## src/rtl/tt_um_sequential_divider_8by4_if.sv

```systemverilog
// Pin bundle for the 8-by-4 sequential divider. The signal names are the
// Tiny Tapeout names, so the multiplier bench can drive this divider unchanged.
interface tt_um_sequential_divider_8by4_if;
  // Handshake: a start is taken on a rising edge where in_valid=1 while the
  // divider is idle or done. out_done is a one-cycle pulse. The result stays
  // on uo_out/uio_out/out_dbz until the next result is loaded.
  logic [7:0] ui_in;
  logic [7:0] uio_in;
  logic       in_valid;
  logic [7:0] uo_out;
  logic [7:0] uio_out;
  logic [7:0] uio_oe;
  logic       out_done;
  logic       out_busy;
  logic       out_dbz;
  logic [1:0] dbg_state;

  modport master (
    output ui_in, uio_in, in_valid,
    input  uo_out, uio_out, uio_oe, out_done, out_busy, out_dbz, dbg_state
  );

  modport slave (
    input  ui_in, uio_in, in_valid,
    output uo_out, uio_out, uio_oe, out_done, out_busy, out_dbz, dbg_state
  );
endinterface

```

## src/rtl/tt_um_sequential_divider_8by4.sv

```systemverilog
// Restoring divider: 8-bit dividend / 4-bit divisor, one quotient bit per clock.
// Result registers hold the last result until the next one is loaded.
module tt_um_sequential_divider_8by4 #(
  parameter int DVD_W = 8,
  parameter int DVS_W = 4
) (
  input  logic                          clk,
  input  logic                          reset,
  tt_um_sequential_divider_8by4_if.slave bus
);

  typedef enum logic [1:0] {
    ST_IDLE = 2'd0,
    ST_RUN  = 2'd1,
    ST_DONE = 2'd2
  } state_e;

  localparam int CNT_W = 4;

  state_e           state_q;
  logic [DVS_W-1:0] dvs_q;
  logic [DVD_W-1:0] q_q;
  logic [DVS_W:0]   r_q;
  logic [CNT_W-1:0] cnt_q;
  logic [DVD_W-1:0] quo_q;
  logic [DVS_W-1:0] rem_q;
  logic             done_q;
  logic             busy_q;
  logic             dbz_q;

  logic [DVS_W:0]   r_shift;
  logic [DVS_W+1:0] diff;
  logic             borrow;
  logic [DVS_W:0]   r_step_d;
  logic [DVD_W-1:0] q_step_d;
  logic             start;
  logic [DVS_W-1:0] dvs_in;
  logic             unused_ok;

  assign dvs_in    = bus.uio_in[DVS_W-1:0];
  assign start     = bus.in_valid && (state_q != ST_RUN);
  assign unused_ok = ^bus.uio_in[7:DVS_W];

  // One restoring step. The extra top bit of diff carries the borrow.
  always_comb begin
    r_shift  = {r_q[DVS_W-1:0], q_q[DVD_W-1]};
    diff     = {1'b0, r_shift} - {2'b00, dvs_q};
    borrow   = diff[DVS_W+1];
    r_step_d = borrow ? r_shift : diff[DVS_W:0];
    q_step_d = {q_q[DVD_W-2:0], ~borrow};
  end

  always_ff @(posedge clk) begin
    if (!reset) begin
      state_q <= ST_IDLE;
      dvs_q   <= '0;
      q_q     <= '0;
      r_q     <= '0;
      cnt_q   <= '0;
      quo_q   <= '0;
      rem_q   <= '0;
      done_q  <= 1'b0;
      busy_q  <= 1'b0;
      dbz_q   <= 1'b0;
    end else if (start) begin
      if (dvs_in == '0) begin
        quo_q   <= '1;
        rem_q   <= '1;
        dbz_q   <= 1'b1;
        done_q  <= 1'b1;
        busy_q  <= 1'b0;
        state_q <= ST_DONE;
      end else begin
        dvs_q   <= dvs_in;
        q_q     <= bus.ui_in[DVD_W-1:0];
        r_q     <= '0;
        cnt_q   <= '0;
        done_q  <= 1'b0;
        busy_q  <= 1'b1;
        state_q <= ST_RUN;
      end
    end else if (state_q == ST_RUN) begin
      q_q   <= q_step_d;
      r_q   <= r_step_d;
      cnt_q <= cnt_q + 1'b1;
      // The remainder is always below the divisor here, so its top bit is zero.
      if (cnt_q == CNT_W'(DVD_W - 1)) begin
        quo_q   <= q_step_d;
        rem_q   <= r_step_d[DVS_W-1:0];
        dbz_q   <= 1'b0;
        done_q  <= 1'b1;
        busy_q  <= 1'b0;
        state_q <= ST_DONE;
      end
    end else begin
      done_q  <= 1'b0;
      state_q <= ST_IDLE;
    end
  end

  assign bus.uo_out    = quo_q;
  assign bus.uio_out   = {rem_q, {(8 - DVS_W){1'b0}}};
  assign bus.uio_oe    = 8'hF0;
  assign bus.out_done  = done_q;
  assign bus.out_busy  = busy_q;
  assign bus.out_dbz   = dbz_q;
  assign bus.dbg_state = state_q;

endmodule

```

## src/flat_wrapper.sv

```systemverilog
// flat-port wrapper written by rule: the top's interface ports become plain ports
module tt_um_sequential_divider_8by4_flat 
#(
  parameter int DVD_W = 8,
  parameter int DVS_W = 4
)
  (clk, reset, bus_ui_in, bus_uio_in, bus_in_valid, bus_uo_out, bus_uio_out, bus_uio_oe, bus_out_done, bus_out_busy, bus_out_dbz, bus_dbg_state);
  tt_um_sequential_divider_8by4_if bus_i ();
  input  logic clk;
  input  logic reset;
  input wire logic [$bits(bus_i.ui_in)-1:0] bus_ui_in;
  input wire logic [$bits(bus_i.uio_in)-1:0] bus_uio_in;
  input wire logic [$bits(bus_i.in_valid)-1:0] bus_in_valid;
  output wire logic [$bits(bus_i.uo_out)-1:0] bus_uo_out;
  output wire logic [$bits(bus_i.uio_out)-1:0] bus_uio_out;
  output wire logic [$bits(bus_i.uio_oe)-1:0] bus_uio_oe;
  output wire logic [$bits(bus_i.out_done)-1:0] bus_out_done;
  output wire logic [$bits(bus_i.out_busy)-1:0] bus_out_busy;
  output wire logic [$bits(bus_i.out_dbz)-1:0] bus_out_dbz;
  output wire logic [$bits(bus_i.dbg_state)-1:0] bus_dbg_state;
  assign bus_i.ui_in = bus_ui_in;
  assign bus_i.uio_in = bus_uio_in;
  assign bus_i.in_valid = bus_in_valid;
  assign bus_uo_out = bus_i.uo_out;
  assign bus_uio_out = bus_i.uio_out;
  assign bus_uio_oe = bus_i.uio_oe;
  assign bus_out_done = bus_i.out_done;
  assign bus_out_busy = bus_i.out_busy;
  assign bus_out_dbz = bus_i.out_dbz;
  assign bus_dbg_state = bus_i.dbg_state;
  tt_um_sequential_divider_8by4 #(.DVD_W(DVD_W), .DVS_W(DVS_W)) u_core (.clk(clk), .reset(reset), .bus(bus_i));
endmodule
```

## config.mk

```make
export PLATFORM = sky130hd
export DESIGN_NAME = tt_um_sequential_divider_8by4_flat
export DESIGN_NICKNAME = d
export VERILOG_FILES = /design/src/rtl/tt_um_sequential_divider_8by4_if.sv /design/src/rtl/tt_um_sequential_divider_8by4.sv /design/src/flat_wrapper.sv
export SDC_FILE = /design/constraint.sdc
export NUM_CORES = 1
export LEC_CHECK = 0
export ABC_AREA = 1
export CORE_MARGIN = 2
export CORE_UTILIZATION = 48
export DETAILED_ROUTE_END_ITERATION = 10
export GPL_ROUTABILITY_DRIVEN = 1
export PLACE_DENSITY = 0.86
export SYNTH_ARGS = -nofsm -noshare
export SYNTH_HDL_FRONTEND = slang
export SYNTH_SLANG_ARGS = --single-unit
```

## constraint.sdc

```tcl
create_clock -name clk -period 2.1 [get_ports clk]
set_clock_uncertainty 0.05 [all_clocks]
set_input_delay 0.63 -clock clk [delete_from_list [all_inputs] [get_ports clk]]
set_output_delay 0.63 -clock clk [all_outputs]
set_load 0.05 [all_outputs]
```

==> results of run 1 <==
layout make-up:
type / instances / area, µm² / area share (%)
repair buffers: 36 / 318 / 14.5
multi-input cells: 161 / 848 / 38.7
inverters: 39 / 150 / 6.86
clock inverters: 2 / 10.0 / 0.457
clock buffers: 6 / 82.6 / 3.77
flip-flops and latches: 36 / 721 / 32.9
well taps: 48 / 60.1 / 2.74
stage by stage:
stage	util, %	setup slack [ns]	hold WS [ns]
2_1_floorplan	-	0.347	0.389
3_3_place_gp	57.3	0.0656	0.403
3_5_place_dp	57.3	0.0342	0.408
4_1_cts	59.8	0.337	0.419
5_1_grt	59.8	0.237	0.436
6_report	59.8	0.317	0.421
registers in the layout, indices dropped and copies added (netlist names):
name / flops
u_core.bus.dbg_state: 2
u_core.bus.out_busy: 1
u_core.bus.out_dbz: 1
u_core.bus.uo_out: 8
u_core.cnt_q: 4
u_core.dvs_q: 4
u_core.q_q: 8
u_core.r_q: 4
u_core.rem_q: 4
metal layers:
layer / wire [µm] / vias up / share of wire [%] / track usage (%)
met1: 1680 / 724 / 44 / 22.6
met3: 173 / 9 / 4.5 / 3.60
met4: 79 / 0 / 2.1 / 10.2
li1: - / 819 / - / -
met2: 1890 / 47 / 49 / 33.2
met5: 0 / - / 0 / 0
synth_stat cells:
library cell  number  area [µm²]
nand4_1            2        12.5
nand3_2            1        10.0
a22oi_1            1        7.51
dfxtp_1           36         721
nor3_1             1        5.00
nand3b_1           1        7.51
nor2_1            23        86.3
ha_1               5        62.6
inv_2              4        15.0
clkinv_1           1        3.75
inv_4              1        6.26
a21oi_1           14        70.1
nor2_8             1        20.0
fa_1               1        20.0
o211ai_1           6        45.0
buf_2              4        20.0
buf_4             13        97.6
nand3_1           16        80.1
inv_1             32         120
clkinv_2           1        5.00
clkbuf_1           2        7.51
and3_1             1        6.26
nand2_4            3        33.8
nand2_1           47         176
o21ai_0            9        45.0
o211ai_2           1        12.5
o22ai_1            2        12.5
buf_6              2        22.5
o21ai_1            8        40.0
nor2_4             2        22.5
conb_1             2        7.51
xor2_1             1        8.76
or2_1              3        18.8
cell families (layout without fill, tap and decap cells):
logic type	Yosys count	count (layout)	share of synthesized area [%]
AND/OR/NAND/NOR	101	101	26.2
AO/OA/AOI/OAI	41	41	12.7
flip-flops	36	36	39.4
other	2	12	0.411
adder cells (fa/ha/maj)	6	6	4.51
buffers and inverters	60	83	16.3
XOR/XNOR	1	1	0.479
report_power, final:
group | total, mW | switching [mW] | internal (mW)
logic | 0.402 | 0.272 | 0.130
registers | 0.748 | 0.0251 | 0.723
clock network | 0.514 | 0.253 | 0.262
total | 1.66 | 0.550 | 1.11
worst max path at each step:
| stage | slack, ns | from | to |
|---|---|---|---|
| global placement | 0.07 | bus_in_valid | u_core.bus.uo_out[7]$_SDFFE_PN0P_ |
| finish | 0.32 | bus_uio_in[1] | u_core.q_q[3]$_SDFFE_PN0P_ |
| floorplan | 0.35 | u_core.bus.dbg_state[0]$_SDFFE_PN0P_ | u_core.bus.uo_out[7]$_SDFFE_PN0P_ |
| detailed placement | 0.03 | bus_in_valid | u_core.q_q[3]$_SDFFE_PN0P_ |
| global route | 0.24 | bus_in_valid | u_core.q_q[1]$_SDFFE_PN0P_ |
| CTS | 0.34 | bus_in_valid | u_core.q_q[3]$_SDFFE_PN0P_ |
worst reg2reg max path, cell delays in order, from the launching register on:
cell	delay [ns]
dfxtp_1	0.31
inv_1	0.05
ha_1	0.30
inv_1	0.04
nand2_1	0.08
nand3_1	0.18
nand2_1	0.20
nand2_1	0.09
nand2_1	0.08
nand2_1	0.06
nand3_1	0.07
inv_1	0.04
==> run summary, run 1 <==
status = finished clean
Lkg Pwr = 1.05 nW
Yosys warning count = 0
WL final = 3830 µm
vias in the first global route = 1484
setup violators final = 0
post-synthesis cell type count = 33
initial cell density of the core = 50.0%
CTS tree = built
R2R Path End = u_core.rem_q[1]$_SDFFE_PN0P_
Tmin final = 1.78 ns
WP data required = 2.24 ns
Mapped Cells = 247
Die Footprint = 0.00432 mm²
drt pass-1 iters = 4
CP max stage cell = clkdlybuf4s50_1
kind of critical path = in2reg
Post-CTS Setup Inserts = 0
Skew-Pair Late Insertion Delay = 0.29 ns
hold buffers post-CTS = 0
Die H = 65.7 µm
initial drt markers = 93
Placed Area = 0.00210 mm²
reg-to-reg slack, setup = 0.47 ns
RSZ-0062 raised after global routing = false
maximum fanout along the worst path = 12
design area = 0.00219 mm²
most frequent cells in the layout = nand2_1 (47), dfxtp_1 (36), inv_1 (32), nor2_1 (23), buf_4 (21)
Setup TNS Final = 0 ns
hold path cells = 2
I/O Buffers = 31
Placed Cells = 320
Max VDD drop = 0.416 mV
Min-Delay Endpoint = u_core.q_q[7]$_SDFFE_PN0P_
via count = 1599
Worst Reg-to-Reg Cells = 11
layout cells sized above 1 = 15.7%
worst hold start = u_core.q_q[7]$_SDFFE_PN0P_
first-pass GRT wire length = 6410 µm
drt wl/cell = 11.7 µm
initial antenna violation count = 0
max-slew violations = 0
CP Launch Type = input port
Syn Area/Cell = 7.41 µm²
core area = 0.00366 mm²
number of diodes = 0
Power, Total = 1.66 mW
CTS sink cnt = 36
Synth-to-Final Area Change = 19.7%
Mapped Area = 0.00183 mm²
stages on the worst setup path = 8
CTS H-tree depth = 2
CP Cell Sequence = clkdlybuf4s50_1, inv_1, nand4_1, nand2_4, nand2_4, clkinv_2, nor2_1, nor2_1
row count = 22
Die Wd = 65.7 µm
R2R Path Start = u_core.dvs_q[2]$_SDFFE_PN0P_
CTS Buffer Depth = 2
fin cells = 328
via/cell ratio = 4.88
CTS Buf Count = 5
critical path arrival = 1.92 ns
GR Util All Layers = 19.3%
CP endpoint kind = flip-flop
GRT overflow = 0
Final GP Congestion = 0.882
largest net degree at the start of global routing = 26
Root Buffer = clkbuf_8
Max-Cap Viols = 0
Reg clk slew, reported paths = 0.07 ns
CTS resizes = 0
io pins = 48
cell family with most CP delay = buffers and inverters
Final nets = 304
sequential fraction of the synthesis area = 39.4%
post-route clock period utilization = 84.9%
Hold Fails Final Rpt = 0
fillers = 340
PD cells = 760 mW/mm²
antenna-violating nets left = 0
slowest stage delay, CP = 0.50 ns
most common cell after layout, fill and taps aside = nand2_1
Synth Register Bits = 36
Max Fclk = 561 MHz
HP Class = reg2reg
Worst Path Buf+Inv = 3
DP Wirelength = 2730 µm
Residual DRC = 0
(Power assumes the default switching activity.)
==> inputs of run 2 (changes only) <==
clock period = 1.7 ns   (was 2.1 ns; I/O delays follow)
==> run 2 against run 1 <==
  * Register-to-register slack got worse by 0.34 ns
  * Global-route usage rose by 3.0 points
  * Power rose by 36%
  * Worst hold slack improved by 0.0043 ns
  * Design area rose by 16%
  * Non-clock buffer count rose by 14
  * Routed wire length rose by 12%
  * Die area did not move
  * Critical path type unchanged
  * Critical endpoint is now u_core.q_q[7]$_SDFFE_PN0P_
  * Largest cell class unchanged
==> run summary, run 2 (synthesis gave the netlist of run 1 again) <==
GR Util All Layers = 22.4%
Die H = 65.7 µm
row count = 22
critical path arrival = 1.76 ns
Die Wd = 65.7 µm
CTS Buf Count = 5
post-route clock period utilization = 95.5%
design area = 0.00253 mm²
met3 global-route usage = 6.68%
CTS tree = built
vias in the first global route = 1713
Die Footprint = 0.00432 mm²
via count = 1728
Tmin final = 1.62 ns
Residual DRC = 0
Worst Setup EP = u_core.q_q[7]$_SDFFE_PN0P_
Placed Area = 0.00240 mm²
Reg clk slew, reported paths = 0.07 ns
slowest stage delay, CP = 0.45 ns
FF+latch area = 723 µm²
Critical Path Source = bus_in_valid
I/O Buffers = 31
Worst Reg-to-Reg Cells = 10
drt wl/cell = 12.5 µm
met1 usage in global routing = 24.4%
Final GP Congestion = 0.855
fillers = 275
DP Wirelength = 3120 µm
R2R Path Start = u_core.q_q[7]$_SDFFE_PN0P_
cell family with most CP delay = buffers and inverters
stages on the worst setup path = 9
PD cells = 896 mW/mm²
largest net degree at the start of global routing = 15
initial drt markers = 62
Hold Fails Final Rpt = 0
CTS Buffer Depth = 2
most common cell after layout, fill and taps aside = nand2_1
Lkg Pwr = 1.16 nW
drt pass-1 iters = 4
GRT overflow = 0
core area = 0.00366 mm²
setup violators final = 0
first-pass GRT wire length = 7300 µm
initial cell density of the core = 50.0%
Final nets = 318
CP Launch Type = input port
HP Class = reg2reg
reg-to-reg slack, setup = 0.13 ns
WL final = 4270 µm
most frequent cells in the layout = nand2_1 (46), dfxtp_1 (34), inv_1 (32), nor2_1 (23), buf_4 (19)
Worst Path Buf+Inv = 4
CP max stage cell = clkdlybuf4s50_1
R2R Path End = u_core.rem_q[1]$_SDFFE_PN0P_
antenna-violating nets left = 0
multi-input logic area = 865 µm²
CTS H-tree depth = 2
Max Fclk = 616 MHz
global-route met2 utilization = 38.4%
max-slew violations = 0
io pins = 48
status = finished clean
kind of critical path = in2reg
initial antenna violation count = 0
maximum fanout along the worst path = 14
Top Usage Layer GRT = met2
Power, Total = 2.27 mW
Max VDD drop = 0.650 mV
WP data required = 1.84 ns
Root Buffer = clkbuf_8
number of diodes = 0
via/cell ratio = 5.05
CP Cell Sequence = clkdlybuf4s50_1, inv_1, nor2_8, buf_4, inv_1, nor2_1, nor2_1, nand2_1, a21oi_1
Max-Cap Viols = 0
CTS sink cnt = 36
CP endpoint kind = flip-flop
Synth-to-Final Area Change = 38.3%
hold buffers post-CTS = 0
Skew-Pair Late Insertion Delay = 0.30 ns
layout cells sized above 1 = 21.8%
run 2: cell count changes in the layout (fill, tap and decap cells not counted), sizes merged:
cell | before | now
buf | 22 | 36
clkinv | 4 | 2
bufinv | 0 | 1
inv | 37 | 38
run 2: worst min-delay path: stages (launching register included):
cell     delay, ns
dfxtp_1       0.32
nand2_1       0.06
a21oi_1       0.05
run 2: final cells by class:
type | instances | share of cell area [%]
clock buffer | 6 | 2.87
clock inverter | 2 | 1.38
inverter | 39 | 5.98
multi-input combinational | 161 | 34.2
sequential | 36 | 28.6
tap | 48 | 2.37
timing repair buffer | 50 | 24.6
run 2: how the worst min path moves through the flow:
stage | start | end | slack [ns] | depth (start not counted)
floorplan | u_core.q_q[6]$_SDFFE_PN0P_ | u_core.q_q[6]$_SDFFE_PN0P_ | 0.39 | 2
global placement | u_core.q_q[6]$_SDFFE_PN0P_ | u_core.q_q[6]$_SDFFE_PN0P_ | 0.40 | 2
CTS | u_core.q_q[7]$_SDFFE_PN0P_ | u_core.q_q[7]$_SDFFE_PN0P_ | 0.42 | 2
global route | u_core.q_q[6]$_SDFFE_PN0P_ | u_core.q_q[6]$_SDFFE_PN0P_ | 0.44 | 2
finish | u_core.q_q[7]$_SDFFE_PN0P_ | u_core.q_q[7]$_SDFFE_PN0P_ | 0.43 | 2
detailed placement | u_core.q_q[7]$_SDFFE_PN0P_ | u_core.q_q[7]$_SDFFE_PN0P_ | 0.41 | 2
run 2: routing by layer:
layer	up-vias	share of wire [%]
met1	805	42
met4	0	2.1
met3	12	5.5
li1	848	-
met5	-	0
met2	63	51
run 2: metrics by stage:
step                      setup TNS (ns)  util [%]  setup slack, ns  hold WS [ns]  cells
after floorplan                        0         -           0.0552         0.389    257
after global routing             -0.0435      69.1          -0.0223         0.444    342
after CTS                              0      68.6           0.0857         0.424    342
final                                  0      69.1           0.0767         0.425    342
after detailed placement           -5.07      65.7           -0.222         0.412    334
after global placement             -4.10      65.7           -0.199         0.401    334
run 2: power by group:
| group | internal (mW) | switching [mW] | total [mW] |
|---|---|---|---|
| Combinational | 0.219 | 0.360 | 0.579 |
| Sequential | 0.894 | 0.0369 | 0.931 |
| Clock | 0.435 | 0.320 | 0.755 |
| Total | 1.55 | 0.718 | 2.27 |
run 2: what timing repair did:
| item | 4_1_cts | 5_1_grt |
|---|---|---|
| buffers inserted | 0 | 0 |
| endpoints found under the hold margin | 0 | 0 |
| setup endpoints to repair | 0 | 8 |
| resized for setup | 0 | 7 |
